$ cat config.mk
export PLATFORM = sky130hd
export DESIGN_NAME = ex_div_seq_flat
export DESIGN_NICKNAME = d
export VERILOG_FILES = /design/src/rtl/ex_div_seq_if.sv /design/src/rtl/ex_div_seq.sv /design/src/flat_wrapper.sv
export SDC_FILE = /design/constraint.sdc
export NUM_CORES = 2
export LEC_CHECK = 0
export ABC_CLOCK_PERIOD_IN_PS = 4000
export CAP_MARGIN = 5
export CORE_MARGIN = 5
export CORE_UTILIZATION = 60
export DETAILED_ROUTE_END_ITERATION = 10
export PLACE_DENSITY_LB_ADDON = 0.08
export SLEW_MARGIN = 40
export SYNTH_ARGS = -nofsm -noshare
export SYNTH_HDL_FRONTEND = slang
export SYNTH_SLANG_ARGS = --single-unit
$ cat constraint.sdc
create_clock -name clk -period 4 [get_ports clk]
set_clock_uncertainty 0.1 [all_clocks]
set_input_delay 0.8 -clock clk [delete_from_list [all_inputs] [get_ports clk]]
set_output_delay 0.8 -clock clk [all_outputs]
set_load 0.02 [all_outputs]
$ cat src/rtl/ex_div_seq_if.sv
// Handshake bundle between the EX stage and the multi-cycle divide sequencer.
// The EX side (master) drives the request and flush; the sequencer (slave)
// returns ready/stall and the one-cycle result pulse.
interface ex_div_seq_if #(
  parameter int XLEN = 64
);
  logic            i_valid;
  logic [1:0]      i_op;
  logic            i_word;
  logic [XLEN-1:0] i_rs1;
  logic [XLEN-1:0] i_rs2;
  logic            i_flush;
  logic            o_ready;
  logic            o_stall;
  logic            o_valid;
  logic [XLEN-1:0] o_result;

  modport master (
    output i_valid, i_op, i_word, i_rs1, i_rs2, i_flush,
    input  o_ready, o_stall, o_valid, o_result
  );

  modport slave (
    input  i_valid, i_op, i_word, i_rs1, i_rs2, i_flush,
    output o_ready, o_stall, o_valid, o_result
  );
endinterface

$ cat src/rtl/ex_div_seq.sv
// Multi-cycle RV64M divide/remainder sequencer (DIV/DIVU/REM/REMU and W forms).
// Restoring radix-2 divider on operand magnitudes: 32 or 64 iterations, then
// sign fix-up and a one-cycle result pulse. Divide-by-zero and signed overflow
// bypass the iteration loop and answer two cycles after acceptance.
module ex_div_seq #(
  parameter int XLEN  = 64,
  parameter int CNT_W = 7
) (
  input  logic         clk,
  input  logic         rst,
  ex_div_seq_if.slave  bus
);

  typedef enum logic [2:0] {
    S_IDLE = 3'd0,
    S_PREP = 3'd1,
    S_CALC = 3'd2,
    S_FIX  = 3'd3,
    S_DONE = 3'd4
  } state_t;

  // Word results are always the sign-extension of bit 31, even for unsigned ops.
  function automatic logic [XLEN-1:0] fit_word(input logic [XLEN-1:0] v, input logic w);
    logic [XLEN-1:0] r;
    if (w) begin
      r = {{(XLEN-32){v[31]}}, v[31:0]};
    end else begin
      r = v;
    end
    return r;
  endfunction

  state_t           state_r;
  logic [CNT_W-1:0] cnt_r;
  logic [1:0]       op_r;
  logic             word_r;
  logic [XLEN-1:0]  rs1_r;
  logic [XLEN-1:0]  rs2_r;
  logic [XLEN-1:0]  quo_r;
  logic [XLEN-1:0]  rem_r;
  logic [XLEN-1:0]  div_r;
  logic             q_neg_r;
  logic             r_neg_r;
  logic [XLEN-1:0]  res_r;
  logic             done_r;
  logic             ready_r;
  logic             stall_r;

  logic             signed_op_s;
  logic [XLEN-1:0]  a_ext_s;
  logic [XLEN-1:0]  b_ext_s;
  logic             a_neg_s;
  logic             b_neg_s;
  logic [XLEN-1:0]  a_mag_s;
  logic [XLEN-1:0]  b_mag_s;
  logic [XLEN-1:0]  min_val_s;
  logic             div_zero_s;
  logic             ovf_s;
  logic [XLEN-1:0]  dvd_init_s;
  logic [XLEN-1:0]  sp_sel_s;
  logic [CNT_W-1:0] iter_n_s;
  logic [XLEN:0]    shifted_s;
  logic [XLEN:0]    trial_s;
  logic [XLEN-1:0]  quo_nx_s;
  logic [XLEN-1:0]  rem_nx_s;
  logic [XLEN-1:0]  fix_sel_s;

  // Operand preparation from the captured request: extension, magnitudes, special cases.
  always_comb begin
    signed_op_s = ~op_r[0];
    if (word_r) begin
      a_ext_s   = signed_op_s ? {{(XLEN-32){rs1_r[31]}}, rs1_r[31:0]} : {{(XLEN-32){1'b0}}, rs1_r[31:0]};
      b_ext_s   = signed_op_s ? {{(XLEN-32){rs2_r[31]}}, rs2_r[31:0]} : {{(XLEN-32){1'b0}}, rs2_r[31:0]};
      min_val_s = {{(XLEN-31){1'b1}}, {31{1'b0}}};
      iter_n_s  = CNT_W'(32);
    end else begin
      a_ext_s   = rs1_r;
      b_ext_s   = rs2_r;
      min_val_s = {1'b1, {(XLEN-1){1'b0}}};
      iter_n_s  = CNT_W'(XLEN);
    end
    a_neg_s    = signed_op_s & a_ext_s[XLEN-1];
    b_neg_s    = signed_op_s & b_ext_s[XLEN-1];
    a_mag_s    = a_neg_s ? ({XLEN{1'b0}} - a_ext_s) : a_ext_s;
    b_mag_s    = b_neg_s ? ({XLEN{1'b0}} - b_ext_s) : b_ext_s;
    div_zero_s = (b_ext_s == {XLEN{1'b0}});
    ovf_s      = signed_op_s & (a_ext_s == min_val_s) & (b_ext_s == {XLEN{1'b1}});
    // Word dividends sit in the top half so 32 shifts walk every dividend bit out.
    if (word_r) begin
      dvd_init_s = a_mag_s << (XLEN-32);
    end else begin
      dvd_init_s = a_mag_s;
    end
    if (div_zero_s) begin
      sp_sel_s = op_r[1] ? a_ext_s : {XLEN{1'b1}};
    end else begin
      sp_sel_s = op_r[1] ? {XLEN{1'b0}} : a_ext_s;
    end
  end

  // One restoring iteration: shift {rem,quo}, trial-subtract, keep the difference if non-negative.
  always_comb begin
    shifted_s = {rem_r, quo_r[XLEN-1]};
    trial_s   = shifted_s - {1'b0, div_r};
    if (!trial_s[XLEN]) begin
      rem_nx_s = trial_s[XLEN-1:0];
      quo_nx_s = {quo_r[XLEN-2:0], 1'b1};
    end else begin
      rem_nx_s = shifted_s[XLEN-1:0];
      quo_nx_s = {quo_r[XLEN-2:0], 1'b0};
    end
  end

  // Sign fix-up of the magnitude results and quotient/remainder selection.
  always_comb begin
    if (op_r[1]) begin
      fix_sel_s = r_neg_r ? ({XLEN{1'b0}} - rem_r) : rem_r;
    end else begin
      fix_sel_s = q_neg_r ? ({XLEN{1'b0}} - quo_r) : quo_r;
    end
  end

  // Sequencer FSM with registered ready/stall/result; reset beats flush beats everything else.
  always_ff @(posedge clk) begin
    if (rst) begin
      state_r <= S_IDLE;
      cnt_r   <= {CNT_W{1'b0}};
      op_r    <= 2'b00;
      word_r  <= 1'b0;
      rs1_r   <= {XLEN{1'b0}};
      rs2_r   <= {XLEN{1'b0}};
      quo_r   <= {XLEN{1'b0}};
      rem_r   <= {XLEN{1'b0}};
      div_r   <= {XLEN{1'b0}};
      q_neg_r <= 1'b0;
      r_neg_r <= 1'b0;
      res_r   <= {XLEN{1'b0}};
      done_r  <= 1'b0;
      ready_r <= 1'b1;
      stall_r <= 1'b0;
    end else if ((state_r != S_IDLE) && bus.i_flush) begin
      state_r <= S_IDLE;
      done_r  <= 1'b0;
      ready_r <= 1'b1;
      stall_r <= 1'b0;
    end else begin
      case (state_r)
        S_IDLE: begin
          done_r <= 1'b0;
          if (bus.i_valid && ready_r && !bus.i_flush) begin
            op_r    <= bus.i_op;
            word_r  <= bus.i_word;
            rs1_r   <= bus.i_rs1;
            rs2_r   <= bus.i_rs2;
            ready_r <= 1'b0;
            stall_r <= 1'b1;
            state_r <= S_PREP;
          end else begin
            ready_r <= 1'b1;
            stall_r <= 1'b0;
            state_r <= S_IDLE;
          end
        end
        S_PREP: begin
          q_neg_r <= a_neg_s ^ b_neg_s;
          r_neg_r <= a_neg_s;
          cnt_r   <= iter_n_s;
          if (div_zero_s || ovf_s) begin
            res_r   <= fit_word(sp_sel_s, word_r);
            done_r  <= 1'b1;
            state_r <= S_DONE;
          end else begin
            quo_r   <= dvd_init_s;
            rem_r   <= {XLEN{1'b0}};
            div_r   <= b_mag_s;
            state_r <= S_CALC;
          end
        end
        S_CALC: begin
          quo_r <= quo_nx_s;
          rem_r <= rem_nx_s;
          cnt_r <= cnt_r - CNT_W'(1);
          if (cnt_r == CNT_W'(1)) begin
            state_r <= S_FIX;
          end else begin
            state_r <= S_CALC;
          end
        end
        S_FIX: begin
          res_r   <= fit_word(fix_sel_s, word_r);
          done_r  <= 1'b1;
          state_r <= S_DONE;
        end
        S_DONE: begin
          done_r  <= 1'b0;
          ready_r <= 1'b1;
          stall_r <= 1'b0;
          state_r <= S_IDLE;
        end
        default: begin
          done_r  <= 1'b0;
          ready_r <= 1'b1;
          stall_r <= 1'b0;
          state_r <= S_IDLE;
        end
      endcase
    end
  end

  // A flush arriving in the DONE cycle must swallow the pulse already staged.
  assign bus.o_valid  = done_r & ~bus.i_flush;
  assign bus.o_result = bus.o_valid ? res_r : {XLEN{1'b0}};
  assign bus.o_ready  = ready_r;
  assign bus.o_stall  = stall_r;

endmodule

$ cat src/flat_wrapper.sv
// flat-port wrapper written by rule: the top's interface ports become plain ports
module ex_div_seq_flat 
#(
  parameter int XLEN  = 64,
  parameter int CNT_W = 7
)
  (clk, rst, bus_i_valid, bus_i_op, bus_i_word, bus_i_rs1, bus_i_rs2, bus_i_flush, bus_o_ready, bus_o_stall, bus_o_valid, bus_o_result);
  ex_div_seq_if #(.XLEN(XLEN)) bus_i ();
  input  logic clk;
  input  logic rst;
  input wire logic [$bits(bus_i.i_valid)-1:0] bus_i_valid;
  input wire logic [$bits(bus_i.i_op)-1:0] bus_i_op;
  input wire logic [$bits(bus_i.i_word)-1:0] bus_i_word;
  input wire logic [$bits(bus_i.i_rs1)-1:0] bus_i_rs1;
  input wire logic [$bits(bus_i.i_rs2)-1:0] bus_i_rs2;
  input wire logic [$bits(bus_i.i_flush)-1:0] bus_i_flush;
  output wire logic [$bits(bus_i.o_ready)-1:0] bus_o_ready;
  output wire logic [$bits(bus_i.o_stall)-1:0] bus_o_stall;
  output wire logic [$bits(bus_i.o_valid)-1:0] bus_o_valid;
  output wire logic [$bits(bus_i.o_result)-1:0] bus_o_result;
  assign bus_i.i_valid = bus_i_valid;
  assign bus_i.i_op = bus_i_op;
  assign bus_i.i_word = bus_i_word;
  assign bus_i.i_rs1 = bus_i_rs1;
  assign bus_i.i_rs2 = bus_i_rs2;
  assign bus_i.i_flush = bus_i_flush;
  assign bus_o_ready = bus_i.o_ready;
  assign bus_o_stall = bus_i.o_stall;
  assign bus_o_valid = bus_i.o_valid;
  assign bus_o_result = bus_i.o_result;
  ex_div_seq #(.XLEN(XLEN), .CNT_W(CNT_W)) u_core (.clk(clk), .rst(rst), .bus(bus_i));
endmodule
### Word-level counts from Yosys, hierarchy flattened

Index checks and enable logic that the tools add are counted.

* $add $sub $neg: 6
* equality and inequality tests: 8
* mux-type cells: 37
* bitwise operators: 11
* reduce and logical (&&, ||, !) cells: 19

Operators by type and width (count)
* two-way mux 64 bit: 20
* case mux 64 bit (2 select lines): 3
* subtractor 1 x 64 -> 64 bit (first input constant): 4
* subtractor 65 x 64 -> 65 bit: 1
* equality test 64 bit: 1
* equality test 64 bit (second input constant): 1
* zero test 64 bit: 1
* two-way mux 63 bit: 1
* case mux 7 bit (2 select lines): 1
* case mux 3 bit (4 select lines): 1
* AND reduction 3 bit: 4
* equality test 7 x 1 -> 1 bit (second input constant): 1
* two-way mux 7 bit: 1
* subtractor 7 x 1 -> 7 bit (second input constant): 1
* equality test 3 x 2 -> 1 bit (second input constant): 2
* two-way mux 1 bit: 6
* AND reduction 2 bit: 3
* bitwise AND 1 bit: 5
* inverter 1 bit: 5
* case mux 1 bit (2 select lines): 2
* nonzero test 2 bit: 2
* equality test 3 x 1 -> 1 bit (second input constant): 1
* logical AND 1 bit: 3
* zero test 3 bit: 1
* 10 further kinds: 10

* register bits after elaboration: 402

### Longest topological paths before layout

* depth in word-level cells: 8
* gate-level depth with buffers: 15

### Worst setup path before layout

OpenSTA, ideal clock, no wires.

* kind: flip-flop to flip-flop
* from: register u_core.rs2_r[10]
* to: register u_core.res_r[33]
* arrival: 3.390 ns
* slack: 0.431 ns
* stages on the path, launching flop included: 11
* buffers on the path: 2
* clock period less this slack: 3.569 ns
* cell sequence: dfxtp_1 > or4_4 > or4_4 > or3_1 > buf_6 > or4_4 > buf_6 > maj3_2 > a222oi_1 > nand2_1 > a211oi_2

* longest elaborated chain between the ends: 7

RTL lines
* from (decl): RTL line ex_div_seq.sv:38 `logic [XLEN-1:0] rs2_r;`
* from (signal assigned): RTL line ex_div_seq.sv:131 `rs2_r <= {XLEN{1'b0}};`
* from (signal assigned): RTL line ex_div_seq.sv:154 `rs2_r <= bus.i_rs2;`
* two-way mux 64 bit: RTL line ex_div_seq.sv:73 `b_ext_s = signed_op_s ? {{(XLEN-32){rs2_r[31]}}, rs2_r[31:0]} : {{(XLEN-32){1'b0}}, rs2_r[31:0]};`
* two-way mux 64 bit (*): RTL line ex_div_seq.sv:71 `if (word_r) begin`
* zero test 64 bit or equality test 64 bit (tied branches): RTL line ex_div_seq.sv:86, ex_div_seq.sv:87
* two-way mux 64 bit or bitwise AND 1 bit (tied branches): RTL line ex_div_seq.sv:94, ex_div_seq.sv:87
* two-way mux 64 bit or logical OR 1 bit (tied branches): RTL line ex_div_seq.sv:25, ex_div_seq.sv:168
* two-way mux 64 bit or inequality test 2 x 1 -> 1 bit (tied branches)
* case mux 64 bit (2 select lines) or AND reduction 3 bit (tied branches)
* to (signal assigned): RTL line ex_div_seq.sv:137 `res_r <= {XLEN{1'b0}};`
* to (signal assigned): RTL line ex_div_seq.sv:169 `res_r <= fit_word(sp_sel_s, word_r);`
* to (signal assigned): RTL line ex_div_seq.sv:190 `res_r <= fit_word(fix_sel_s, word_r);`
* to (decl): RTL line ex_div_seq.sv:44 `logic [XLEN-1:0] res_r;`

Mark *: on every way between the ends. The rest lies on a longest branch, timed or not. The select of a mux whose other input is x is not followed.
A chain may end at the register's enable or synchronous reset.

### Worst setup path in the final report

* from: register u_core.rs1_r[9]
* to: register u_core.quo_r[41]

* longest elaborated chain between the ends: 8

RTL lines
* from (decl): RTL line ex_div_seq.sv:37 `logic [XLEN-1:0] rs1_r;`
* from (signal assigned): RTL line ex_div_seq.sv:130 `rs1_r <= {XLEN{1'b0}};`
* from (signal assigned): RTL line ex_div_seq.sv:153 `rs1_r <= bus.i_rs1;`
* two-way mux 64 bit: RTL line ex_div_seq.sv:72 `a_ext_s = signed_op_s ? {{(XLEN-32){rs1_r[31]}}, rs1_r[31:0]} : {{(XLEN-32){1'b0}}, rs1_r[31:0]};`
* two-way mux 64 bit (*): RTL line ex_div_seq.sv:71
* branches (longest 6 deep; another with subtractor 1 x 64 -> 64 bit)
* to (signal assigned): RTL line ex_div_seq.sv:132 `quo_r <= {XLEN{1'b0}};`
* to (signal assigned): RTL line ex_div_seq.sv:173 `quo_r <= dvd_init_s;`
* to (signal assigned): RTL line ex_div_seq.sv:180 `quo_r <= quo_nx_s;`
* to (decl): RTL line ex_div_seq.sv:39 `logic [XLEN-1:0] quo_r;`

Mark *: on every way between the ends. The select of a mux whose other input is x is not followed.

==> summary.txt <==
STA
  – Worst slew pin tran: 898.0 ps
  – Worst slew margin: 0.3991
  – Final setup violation count: 0
  – Fin crit share: 0.9835
  – Post-layout worst setup margin: 66.14 ps
  – Fmax: 0.2542 GHz
  – Final-report hold violation count: 0
  – Final Max Tran Viols: 0
  – Final hold slack: 355.0 ps
  – Fin crit period: 3934 ps

Clocking
  – Clock Path Buffers: 3
  – Max H-tree Level: 2
  – Root Driver: clkbuf_16
  – Clock sink count: 402
  – Worst-skew pair later-pin latency: 610 ps
  – Num CTS Buffers: 46
  – CTS tree: built
  – Worst-path clk slew: 60 ps

Place
  – DP Worst Slack: 102.6 ps
  – Placed cells: 4530
  – RePlAce Congestion: 1.056
  – Detailed Place HPWL: 80780 um
  – I/O Buffers: 201

Finish
  – Share of cells above drive strength 1: 0.08026
  – Area Growth Syn to Fin: 17.04%
  – Area of the multi-input gates: 18070 sq um
  – Ant. Diodes: 0
  – Area taken by flip-flops and latches: 8059 sq um
  – Fin nets: 4187
  – Filler Cell Count: 3713
  – Non-filler cells, final: 4612

Logic synthesis
  – Syn. warnings: 0
  – Post-Synth XOR/XNOR Area: 0.09419
  – Compound-Gate Fraction of Synth Area: 0.2802
  – Simple-Gate Fraction of Synth Area: 0.2342
  – Post-synth cell types: 82
  – Main combinational cell family by area after synthesis: compound AO/OA/AOI/OAI gates
  – Seq/Total Area, Yosys: 0.2914
  – Ys flop type: dfxtp_1
  – Mux cell area share after synthesis: 0.004576
  – Syn_nets: 4083
  – Async SR Flop Fraction: 0
  – Synth Instances: 3876
  – Most common cell in the netlist: nand2_1
  – Synth Cell Area: 27620 sq um
  – Post-Synth Adder-Cell Area: 0.03692
  – Synth cell count leaders: nand2_1, a21oi_1, nor2_1, dfxtp_1, clkbuf_1
  – Cell taking the most area after synthesis: dfxtp_1
  – Largest cells by area after synthesis: dfxtp_1, a21oi_1, nand2_1
  – Seq cells post-synth: 402
  – Post-synth EDFFs: 0
  – Synthesized area per cell: 7.125 sq um
  – Yosys top cell area share: 0.2914

Global route
  – Global-route wire length before repair: 163600 um
  – GRT Total Usage: 0.4040
  – Initial antenna violation count: 3
  – Largest net degree at the start of global routing: 134
  – Vias in the first global route: 28280
  – Congestion Overflow GR: 0

Detailed routing
  – Antenna-violating nets left: 0
  – Final wirelength: 108100 um
  – DRC viols: 0
  – Drt wl/cell: 23.45 um
  – First drt pass iteration count: 8
  – Vias per inst: 6.722
  – Iteration-0 DRC count of the detailed router: 4297
  – Vias: 31000

Floorplanning
  – IO Count: 202
  – Chip height: 224.5 um
  – Initial core utilization: 0.6073
  – Die ar.: 50420 sq um
  – Core ar.: 45480 sq um
  – Die width: 224.5 um
  – Row count: 78

Setup path
  – Cell count of the worst reg-to-reg path: 11
  – Setup crit end kind: flop
  – Critical path startpoint category: flop
  – CP peak stage delay: 580 ps
  – Top cell by count, worst path: buf_4
  – WS Path Type: reg -> reg
  – Arr. time, crit path: 4330 ps
  – Critical path, cell by cell: or4_1, or3_1, buf_4, nor3_2, buf_4, nand2_1, a21o_1, o41ai_1, xnor2_1, o21ai_0, a211oi_1
  – Critical path required time: 4400 ps
  – Crit Path Max Fanout: 7
  – CP max-delay cell: or4_1

Hold path
  – Worst Hold Class: reg -> reg
  – Hold depth: 2

Power and ir drop
  – Power Total: 0.01140 W
  – Worst VDD drop: 0.3707 mV
  – Power density cells: 352.6 nW/um^2
  – Pleak: 12.32 nW

Run status
  – Status: finished, final reports clean

Job
  – Max-Cap Viols: 0
-- cell type report --
type	count	area share
inverters	102	0.01184
repair buffers	372	0.1086
well taps	600	0.02322
clock inverters	22	0.008245
clock buffers	58	0.03987
multi-input cells	3056	0.5589
flip-flops and latches	402	0.2493
-- where the power goes --
group,internal [W],switching (W)
clock,0.00261,0.00184
sequential,0.00411,0.000181
combinational,0.00104,0.00162
-- layout by cell type, fill, tap and decap left out, types with 14 or more instances in the layout --
| cell type | netlist | routed |
|---|---|---|
| nand2_1 | 546 | 544 |
| a21oi_1 | 430 | 428 |
| nor2_1 | 403 | 399 |
| dfxtp_1 | 402 | 397 |
| o21ai_0 | 265 | 264 |
| clkdlybuf4s50_1 | 0 | 200 |
| xnor2_1 | 174 | 174 |
| buf_4 | 1 | 154 |
| a211oi_1 | 151 | 149 |
| xor2_1 | 123 | 123 |
| nor3_1 | 104 | 102 |
| inv_1 | 101 | 101 |
| and2_1 | 78 | 77 |
| ha_1 | 71 | 71 |
| a22oi_1 | 64 | 64 |
| o31ai_1 | 60 | 60 |
| clkbuf_16 | 0 | 49 |
| nand4_1 | 45 | 45 |
| nor4_1 | 41 | 40 |
| a21o_1 | 39 | 39 |
| nand3_1 | 37 | 37 |
| or4_1 | 36 | 35 |
| a221oi_1 | 33 | 33 |
| o41ai_1 | 30 | 30 |
| or3_1 | 31 | 29 |
| a31oi_1 | 28 | 28 |
| o21bai_1 | 25 | 25 |
| o211ai_1 | 24 | 24 |
| or2_2 | 21 | 21 |
| nand2b_1 | 20 | 19 |
| buf_12 | 0 | 15 |
| o22ai_1 | 14 | 14 |
-- routing by layer --
layer / wire length [um] / part of all wire / GRT usage / vias up
met5: 7 / 0.000065 / 0 / -
met4: 6515 / 0.060 / 0.1954 / 2
met3: 13550 / 0.13 / 0.1011 / 420
met2: 45170 / 0.42 / 0.5960 / 2159
met1: 42890 / 0.40 / 0.5539 / 14430
li1: - / - / - / 14000
-- worst paths after layout --
path / startpoint / end / slack [ps]
setup / recovery: u_core.rs1_r[9] / u_core.quo_r[41] / 70
hold / removal: u_core.res_r[43] / u_core.res_r[43] / 360
setup reg to reg: u_core.rs1_r[9] / u_core.quo_r[41] / 70
hold reg to reg: u_core.res_r[43] / u_core.res_r[43] / 360
-- state kept, by name, summed over array words and instances, names as in the netlist --
name,cells
u_core.res_r,64
u_core.q_neg_r,1
u_core.cnt_r,7
u_core.state_r,3
u_core.bus.o_ready,1
u_core.rs2_r,64
u_core.bus.o_stall,1
u_core.rs1_r,64
u_core.r_neg_r,1
u_core.word_r,1
u_core.div_r,64
u_core.op_r,2
u_core.rem_r,64
u_core.quo_r,64
u_core.done_r,1
-- critical path, delay by kind of cell, from the launching register on --
| family | cells | cell delay [ps] |
|---|---|---|
| simple gates | 4 | 1470 |
| compound gates | 4 | 1160 |
| buf+inv | 2 | 450 |
| flops | 1 | 400 |
| xor+xnor | 1 | 280 |
-- logic make-up (layout without fill, tap and decap cells) --
group	after synthesis	in the layout
buffers and inverters	418	554
and+or+nand+nor	1420	1420
adders and majority gates	83	83
DFF	402	402
AOI/OAI and AO/OA	1244	1244
xor gates and xnor gates	297	297
muxes	12	12
-- repair_timing --
item | 4_1_cts | 5_1_grt
buffers inserted | 0 | 1
gates resized for setup | 0 | 11
endpoints found under the setup margin | 0 | 147
hold buffers | 0 | 0
-- per-stage QoR --
stage / util / area [sq um] / setup TNS [ps]
finish: 0.7108 / 32320 / 0
global placement: 0.6747 / 30680 / 0
detailed placement: 0.6748 / 30690 / 0
global route: 0.7108 / 32320 / -14.33
CTS: 0.7090 / 32240 / 0
floorplan: - / 27620 / 0
(Power assumes the default switching activity.)
